==> config.mk <==
export PLATFORM = sky130hd
export DESIGN_NAME = rr_arbiter_lock
export DESIGN_NICKNAME = d
export VERILOG_FILES = /design/src/rtl/arb_pkg.sv /design/src/rtl/rr_pick.sv /design/src/rtl/rr_arbiter_lock.sv
export SDC_FILE = /design/constraint.sdc
export NUM_CORES = 1
export LEC_CHECK = 0
export CORE_ASPECT_RATIO = 0.9
export CORE_UTILIZATION = 48
export CTS_CLUSTER_DIAMETER = 200
export CTS_CLUSTER_SIZE = 30
export DETAILED_ROUTE_END_ITERATION = 8
export PLACE_DENSITY = 0.77
export SYNTH_ARGS = -nofsm -noshare
export SYNTH_HDL_FRONTEND = slang
export SYNTH_SLANG_ARGS = --single-unit
==> constraint.sdc <==
create_clock -name clk -period 4.7 [get_ports clk]
set_clock_uncertainty 0.05 [all_clocks]
set_input_delay 0.705 -clock clk [delete_from_list [all_inputs] [get_ports clk]]
set_output_delay 0.705 -clock clk [all_outputs]
set_load 0.01 [all_outputs]
==> src/rtl/arb_pkg.sv <==
`default_nettype none
// +----------------------------------------------------------------------------+
// | arb_pkg                                                                    |
// | Shared state encoding and default sizing for the round-robin lock arbiter. |
// | Revision: 1.0                                                              |
// +----------------------------------------------------------------------------+
package arb_pkg;

    localparam int c_N_DEFAULT        = 16;
    localparam int c_MAX_HOLD_DEFAULT = 64;

    typedef enum logic [0:0] {
        IDLE = 1'b0,
        BUSY = 1'b1
    } arb_state_e;

endpackage : arb_pkg
`default_nettype wire

==> src/rtl/rr_pick.sv <==
`default_nettype none
// +----------------------------------------------------------------------------+
// | rr_pick                                                                    |
// | Wrap-around priority pick: first set request at or above i_ptr.            |
// | Revision: 1.0                                                              |
// +----------------------------------------------------------------------------+
module rr_pick
    import arb_pkg::*;
#(
    parameter int N = c_N_DEFAULT
) (
    input  logic [N-1:0]         i_req,
    input  logic [$clog2(N)-1:0] i_ptr,
    output logic [N-1:0]         o_grant,
    output logic [$clog2(N)-1:0] o_grant_id,
    output logic                 o_valid
);

    localparam int IDW = $clog2(N);
    localparam logic [2*N-1:0] c_ONE = {{(2*N-1){1'b0}}, 1'b1};

    logic [2*N-1:0] w_dbl;
    logic [2*N-1:0] w_mask;
    logic [2*N-1:0] w_masked;
    logic [2*N-1:0] w_lowest;
    logic [N-1:0]   w_onehot;

    // Upper copy holds every request, so a request below i_ptr is still
    // found there after masking: that is the wrap-around.
    assign w_dbl    = {i_req, i_req};
    assign w_mask   = ~((c_ONE << i_ptr) - c_ONE);
    assign w_masked = w_dbl & w_mask;
    assign w_lowest = w_masked & ~(w_masked - c_ONE);
    assign w_onehot = w_lowest[N-1:0] | w_lowest[2*N-1:N];

    assign o_grant = w_onehot;
    assign o_valid = |i_req;

    always_comb begin
        o_grant_id = '0;
        for (int i = 0; i < N; i++) begin
            if (w_onehot[i]) begin
                o_grant_id = IDW'(i);
            end
        end
    end

endmodule : rr_pick
`default_nettype wire

==> src/rtl/rr_arbiter_lock.sv <==
`default_nettype none
// +----------------------------------------------------------------------------+
// | rr_arbiter_lock                                                            |
// | Round-robin arbiter with locked tenancy; ARB_TIMEOUT_EN adds a watchdog.   |
// | Revision: 1.0                                                              |
// +----------------------------------------------------------------------------+
module rr_arbiter_lock
    import arb_pkg::*;
#(
    parameter int N        = c_N_DEFAULT,
    parameter int MAX_HOLD = c_MAX_HOLD_DEFAULT
) (
    input  logic                 clk,
    input  logic                 rst,
    input  logic [N-1:0]         req,
    input  logic [N-1:0]         done,
    output logic [N-1:0]         grant,
    output logic [$clog2(N)-1:0] grant_id,
    output logic                 busy,
    output logic                 timeout
);

    localparam int IDW = $clog2(N);

    arb_state_e     r_state;
    arb_state_e     w_state_next;
    logic [N-1:0]   r_grant;
    logic [N-1:0]   w_grant_next;
    logic [IDW-1:0] r_grant_id;
    logic [IDW-1:0] w_grant_id_next;
    logic [IDW-1:0] r_ptr;
    logic [IDW-1:0] w_ptr_next;

    logic [N-1:0]   w_pick_grant;
    logic [IDW-1:0] w_pick_id;
    logic           w_pick_valid;
    logic           w_own_done;
    logic           w_own_req;
    logic           w_force;
    logic           w_release;
    logic           w_arb;

    rr_pick #(
        .N (N)
    ) u_pick (
        .i_req      (req),
        .i_ptr      (r_ptr),
        .o_grant    (w_pick_grant),
        .o_grant_id (w_pick_id),
        .o_valid    (w_pick_valid)
    );

    assign w_own_done = |(r_grant & done);
    assign w_own_req  = |(r_grant & req);
    assign w_release  = (r_state == BUSY) && (w_own_done || !w_own_req || w_force);
    assign w_arb      = (r_state == IDLE) || w_release;

    always_comb begin
        w_state_next    = r_state;
        w_grant_next    = r_grant;
        w_grant_id_next = r_grant_id;
        w_ptr_next      = r_ptr;
        if (w_arb) begin
            if (w_pick_valid) begin
                w_state_next    = BUSY;
                w_grant_next    = w_pick_grant;
                w_grant_id_next = w_pick_id;
                w_ptr_next      = (w_pick_id == IDW'(N - 1)) ? '0 : w_pick_id + IDW'(1);
            end else begin
                w_state_next    = IDLE;
                w_grant_next    = '0;
                w_grant_id_next = '0;
            end
        end
    end

    always_ff @(posedge clk) begin
        if (rst) begin
            r_state    <= IDLE;
            r_grant    <= '0;
            r_grant_id <= '0;
            r_ptr      <= '0;
        end else begin
            r_state    <= w_state_next;
            r_grant    <= w_grant_next;
            r_grant_id <= w_grant_id_next;
            r_ptr      <= w_ptr_next;
        end
    end

    assign grant    = r_grant;
    assign grant_id = r_grant_id;
    assign busy     = |r_grant;

`ifdef ARB_TIMEOUT_EN
    localparam int c_hold_w = $clog2(MAX_HOLD + 1);

    // r_hold counts completed cycles of the current tenancy; r_timeout marks
    // the MAX_HOLD-th cycle, in which the watchdog ends the tenancy.
    logic [c_hold_w-1:0] r_hold;
    logic [c_hold_w-1:0] w_hold_next;
    logic                r_timeout;
    logic                w_timeout_next;

    always_comb begin
        w_hold_next    = r_hold;
        w_timeout_next = 1'b0;
        if (w_arb) begin
            w_hold_next    = '0;
            w_timeout_next = w_pick_valid && (MAX_HOLD == 1);
        end else if (r_state == BUSY) begin
            w_hold_next    = r_hold + c_hold_w'(1);
            w_timeout_next = (r_hold + c_hold_w'(1)) == c_hold_w'(MAX_HOLD - 1);
        end
    end

    always_ff @(posedge clk) begin
        if (rst) begin
            r_hold    <= '0;
            r_timeout <= 1'b0;
        end else begin
            r_hold    <= w_hold_next;
            r_timeout <= w_timeout_next;
        end
    end

    assign w_force = r_timeout;
    assign timeout = r_timeout;
`else
    logic w_unused_hold;

    assign w_unused_hold = (MAX_HOLD > 0);
    assign w_force       = 1'b0;
    assign timeout       = 1'b0;
`endif

endmodule : rr_arbiter_lock
`default_nettype wire

==> flow_results.xml <==
<?xml version="1.0" encoding="UTF-8"?>
<metrics>
  <group name="final_layout">
    <metric name="final_common_cell" unit="">sky130_fd_sc_hd__clkdlybuf4s50_1</metric>
    <metric name="area.growth.synth_to_final" unit="%">25.5</metric>
    <metric name="final-seq-area" unit="um2">500</metric>
    <metric name="finish.net_count" unit="">413</metric>
    <metric name="design_area" unit="um2">3030</metric>
    <metric name="area_used_by_multi_input_combinational_logic" unit="um2">1750</metric>
    <metric name="layout_common_cells" unit="">sky130_fd_sc_hd__clkdlybuf4s50_1, sky130_fd_sc_hd__nor2_1, sky130_fd_sc_hd__nand2_1</metric>
    <metric name="final.fill_count" unit="">454</metric>
    <metric name="final_cells" unit="">440</metric>
    <metric name="layout-drive-gt1-share" unit="">0.101</metric>
    <metric name="antennaDiodeCount" unit="">0</metric>
  </group>
  <group name="route">
    <metric name="drt_iter0_markers" unit="">427</metric>
    <metric name="drt_pass_1_iters" unit="">6</metric>
    <metric name="antenna_violating_nets_post_route" unit="">0</metric>
    <metric name="drc_errors" unit="">0</metric>
    <metric name="detail_routed_net_length_per_standard_cell" unit="um">18.7</metric>
    <metric name="routed-via-count" unit="">2913</metric>
    <metric name="postRouteWirelength" unit="mm">8.22</metric>
    <metric name="post_drt_via_cell_ratio" unit="">6.62</metric>
  </group>
  <group name="min_path">
    <metric name="holdPathEnd" unit="">r_ptr[0]</metric>
    <metric name="worst_hold_path_type" unit="">flip-flop to flip-flop</metric>
    <metric name="min_delay_path_depth" unit="">2</metric>
    <metric name="timing.hold.worst.start" unit="">r_ptr[0]</metric>
  </group>
  <group name="setup_path">
    <metric name="reg2reg_to" unit="">r_ptr[2]</metric>
    <metric name="worst-endpoint-required" unit="ps">4880</metric>
    <metric name="critical_path_start" unit="">r_ptr[1]</metric>
    <metric name="crit_path_end_kind" unit="">flip-flop</metric>
    <metric name="setup.worst_path.start_class" unit="">flip-flop</metric>
    <metric name="critPathArrivalTime" unit="ps">4570</metric>
    <metric name="worst_reg2reg_setup_slack" unit="ps">310</metric>
    <metric name="reg2reg_from" unit="">r_ptr[1]</metric>
    <metric name="worstPathMaxFanout" unit="">20</metric>
    <metric name="worst-setup-path-type" unit="">flip-flop to flip-flop</metric>
    <metric name="worstRegToRegCells" unit="">14</metric>
  </group>
  <group name="sta">
    <metric name="period_needed" unit="ps">4390</metric>
    <metric name="timing_max_transition_violations_final" unit="">0</metric>
    <metric name="final_hold_vios" unit="">0</metric>
    <metric name="setup_repair_after_global_routing_missed_its_margin" unit="">no</metric>
    <metric name="finalCritPeriodShare" unit="">0.934</metric>
    <metric name="final-setup-viol-count" unit="">0</metric>
    <metric name="max_slew.worst_pin.slew" unit="ps">924</metric>
    <metric name="worst_slew_margin_rel" unit="">0.382</metric>
    <metric name="totalNegativeSetupSlack" unit="ps">0</metric>
    <metric name="achievable_frequency" unit="MHz">228</metric>
  </group>
  <group name="flow_run">
    <metric name="timing.max_cap.violations" unit="">0</metric>
  </group>
  <group name="clock_tree">
    <metric name="clk_root_buffer_cell" unit="">sky130_fd_sc_hd__clkbuf_8</metric>
    <metric name="worst_setup_hold_path_clk_slew" unit="ps">100</metric>
    <metric name="clock_path_buffers" unit="">2</metric>
    <metric name="clkSinkCount" unit="">25</metric>
    <metric name="ctsResizeCount" unit="">0</metric>
    <metric name="worstSkewPairLatency" unit="ps">280</metric>
    <metric name="total_clock_buffers_created_by_cts" unit="">3</metric>
    <metric name="post_cts_hold_buffer_count" unit="">0</metric>
    <metric name="tritoncts" unit="">built</metric>
    <metric name="cts.htree.levels" unit="">1</metric>
    <metric name="post_cts_buffers" unit="">0</metric>
  </group>
  <group name="pwr">
    <metric name="totalPowerFinal" unit="uW">1400</metric>
    <metric name="leakage_power" unit="uW">0.00109</metric>
    <metric name="power_density" unit="nW/um2">462</metric>
    <metric name="worst_ir_drop_on_vdd" unit="mV">0.345</metric>
  </group>
  <group name="synthesis">
    <metric name="postSynthNetCount" unit="">366</metric>
    <metric name="yosys_warnings" unit="">0</metric>
    <metric name="synth_cells" unit="">329</metric>
    <metric name="number_of_enable_type_register_cells_in_the_synthesized_netlist" unit="">0</metric>
    <metric name="synth_flop_cell" unit="">sky130_fd_sc_hd__dfxtp_1</metric>
    <metric name="synthDominantAreaCellType" unit="">sky130_fd_sc_hd__dfxtp_1</metric>
    <metric name="netlist_top_cells_area" unit="">sky130_fd_sc_hd__dfxtp_1, sky130_fd_sc_hd__nor2_1, sky130_fd_sc_hd__nor4_1</metric>
    <metric name="postSynthAreaPerCell" unit="um2">7.34</metric>
    <metric name="synth_register_bits" unit="">25</metric>
    <metric name="synth-seq-area-share" unit="">0.207</metric>
    <metric name="post_synth_instance_area" unit="um2">2420</metric>
    <metric name="synth_cell_types" unit="">70</metric>
    <metric name="synth_top_area_share" unit="">0.207</metric>
    <metric name="postSynth.asyncResetShare" unit="">0</metric>
  </group>
  <group name="placement">
    <metric name="weighted_congestion_reported_at_the_end_of_routability_driven_placement" unit="">0.981</metric>
    <metric name="placement.io_buffers" unit="">54</metric>
    <metric name="dp.final_hpwl" unit="mm">6.22</metric>
    <metric name="placed_cell_area" unit="um2">2980</metric>
    <metric name="place_inst" unit="">436</metric>
  </group>
  <group name="floorplanning">
    <metric name="fp-row-count" unit="">24</metric>
    <metric name="die-area" unit="um2">5320</metric>
    <metric name="initial_core_utilization" unit="">0.500</metric>
    <metric name="io_pins" unit="">56</metric>
    <metric name="fp.coreArea" unit="um2">4830</metric>
    <metric name="die_height" unit="um">69.3</metric>
    <metric name="die_width" unit="um">76.8</metric>
  </group>
  <group name="global_routing">
    <metric name="grt_pass1_wl" unit="mm">13.2</metric>
    <metric name="grt.overflow.total" unit="">0</metric>
    <metric name="antenna_found_initial" unit="">0</metric>
    <metric name="grt_usage" unit="">0.312</metric>
    <metric name="first_global_vias" unit="">2559</metric>
    <metric name="grt_start_max_net_pins" unit="">37</metric>
  </group>
  <group name="run_status">
    <metric name="result_of_the_run" unit="">completed</metric>
  </group>
</metrics>
## area by class of cell
class / instances / area share
multi-input combinational: 271 / 0.576
timing repair buffer: 63 / 0.200
sequential: 25 / 0.165
tap: 65 / 0.0268
inverter: 12 / 0.0149
clock buffer: 3 / 0.0136
clock inverter: 1 / 0.00289
## logic make-up (layout without fill, tap and decap cells)
group / Yosys count / after routing / synth area share
and+or+nand+nor: 175 / 175 / 0.411
adders and majority gates: 3 / 3 / 0.0155
other: 1 / 1 / 0.00155
DFF: 25 / 25 / 0.207
muxes: 4 / 4 / 0.0166
AOI/OAI and AO/OA: 87 / 87 / 0.273
buffers and inverters: 33 / 79 / 0.0715
xor gates and xnor gates: 1 / 1 / 0.00363
## worst max-delay path, stage by stage (launching register included)
cell,delay (ps)
sky130_fd_sc_hd__dfxtp_1,790
sky130_fd_sc_hd__nor2_1,170
sky130_fd_sc_hd__nand3_1,130
sky130_fd_sc_hd__ha_1,340
sky130_fd_sc_hd__or3b_1,380
sky130_fd_sc_hd__a31oi_1,310
sky130_fd_sc_hd__o221ai_4,260
sky130_fd_sc_hd__nor4b_4,440
sky130_fd_sc_hd__nand4_1,260
sky130_fd_sc_hd__o22ai_1,260
sky130_fd_sc_hd__or4_4,190
sky130_fd_sc_hd__ha_1,200
sky130_fd_sc_hd__nand2_1,70
sky130_fd_sc_hd__or4_1,400
sky130_fd_sc_hd__nand3_1,90
## flip-flops by register name, indices dropped and copies added, names as in the netlist
name and cells:
grant_id 4, r_ptr 4, r_state 1, grant 16
## cells in the mapped netlist, types with 8 or more instances
library cell	count
sky130_fd_sc_hd__a21oi_1	19
sky130_fd_sc_hd__nand3_1	14
sky130_fd_sc_hd__nor2_1	39
sky130_fd_sc_hd__clkbuf_1	10
sky130_fd_sc_hd__nor4_1	18
sky130_fd_sc_hd__nand4_1	16
sky130_fd_sc_hd__dfxtp_1	25
sky130_fd_sc_hd__inv_1	11
sky130_fd_sc_hd__o21ai_0	8
sky130_fd_sc_hd__nand2_1	28
sky130_fd_sc_hd__a22oi_1	12
sky130_fd_sc_hd__nor3_1	19
## report_power, final
group / internal, uW / switching, uW
Sequential: 253 / 58.5
Clock: 62.2 / 75.4
Combinational: 398 / 555
Total: 713 / 689
## per-stage QoR
stage	worst slack, ps	util	hold WS, ps
after floorplan	1060	-	462
after global placement	608	0.617	459
after detailed placement	427	0.617	454
after CTS	399	0.627	470
after global routing	31.0	0.627	504
final	308	0.627	467
## routing by layer
| metal | vias to the layer above | share of wire | track usage |
|---|---|---|---|
| met3 | 23 | 0.12 | 0.0711 |
| met1 | 1362 | 0.42 | 0.447 |
| met5 | - | 0 | 0 |
| met4 | 0 | 0.016 | 0.0726 |
| met2 | 187 | 0.44 | 0.470 |
| li1 | 1341 | - | - |
## how the worst max path moves through the flow
stage	endpoint	cells after the start	slack [ps]
final	r_ptr[2]	14	310
after floorplan	r_ptr[3]	18	1060
after global placement	r_ptr[3]	15	610
after CTS	r_ptr[3]	15	400
after global routing	r_ptr[3]	15	30
after detailed placement	r_ptr[3]	15	430
(Power assumes the default switching activity.)
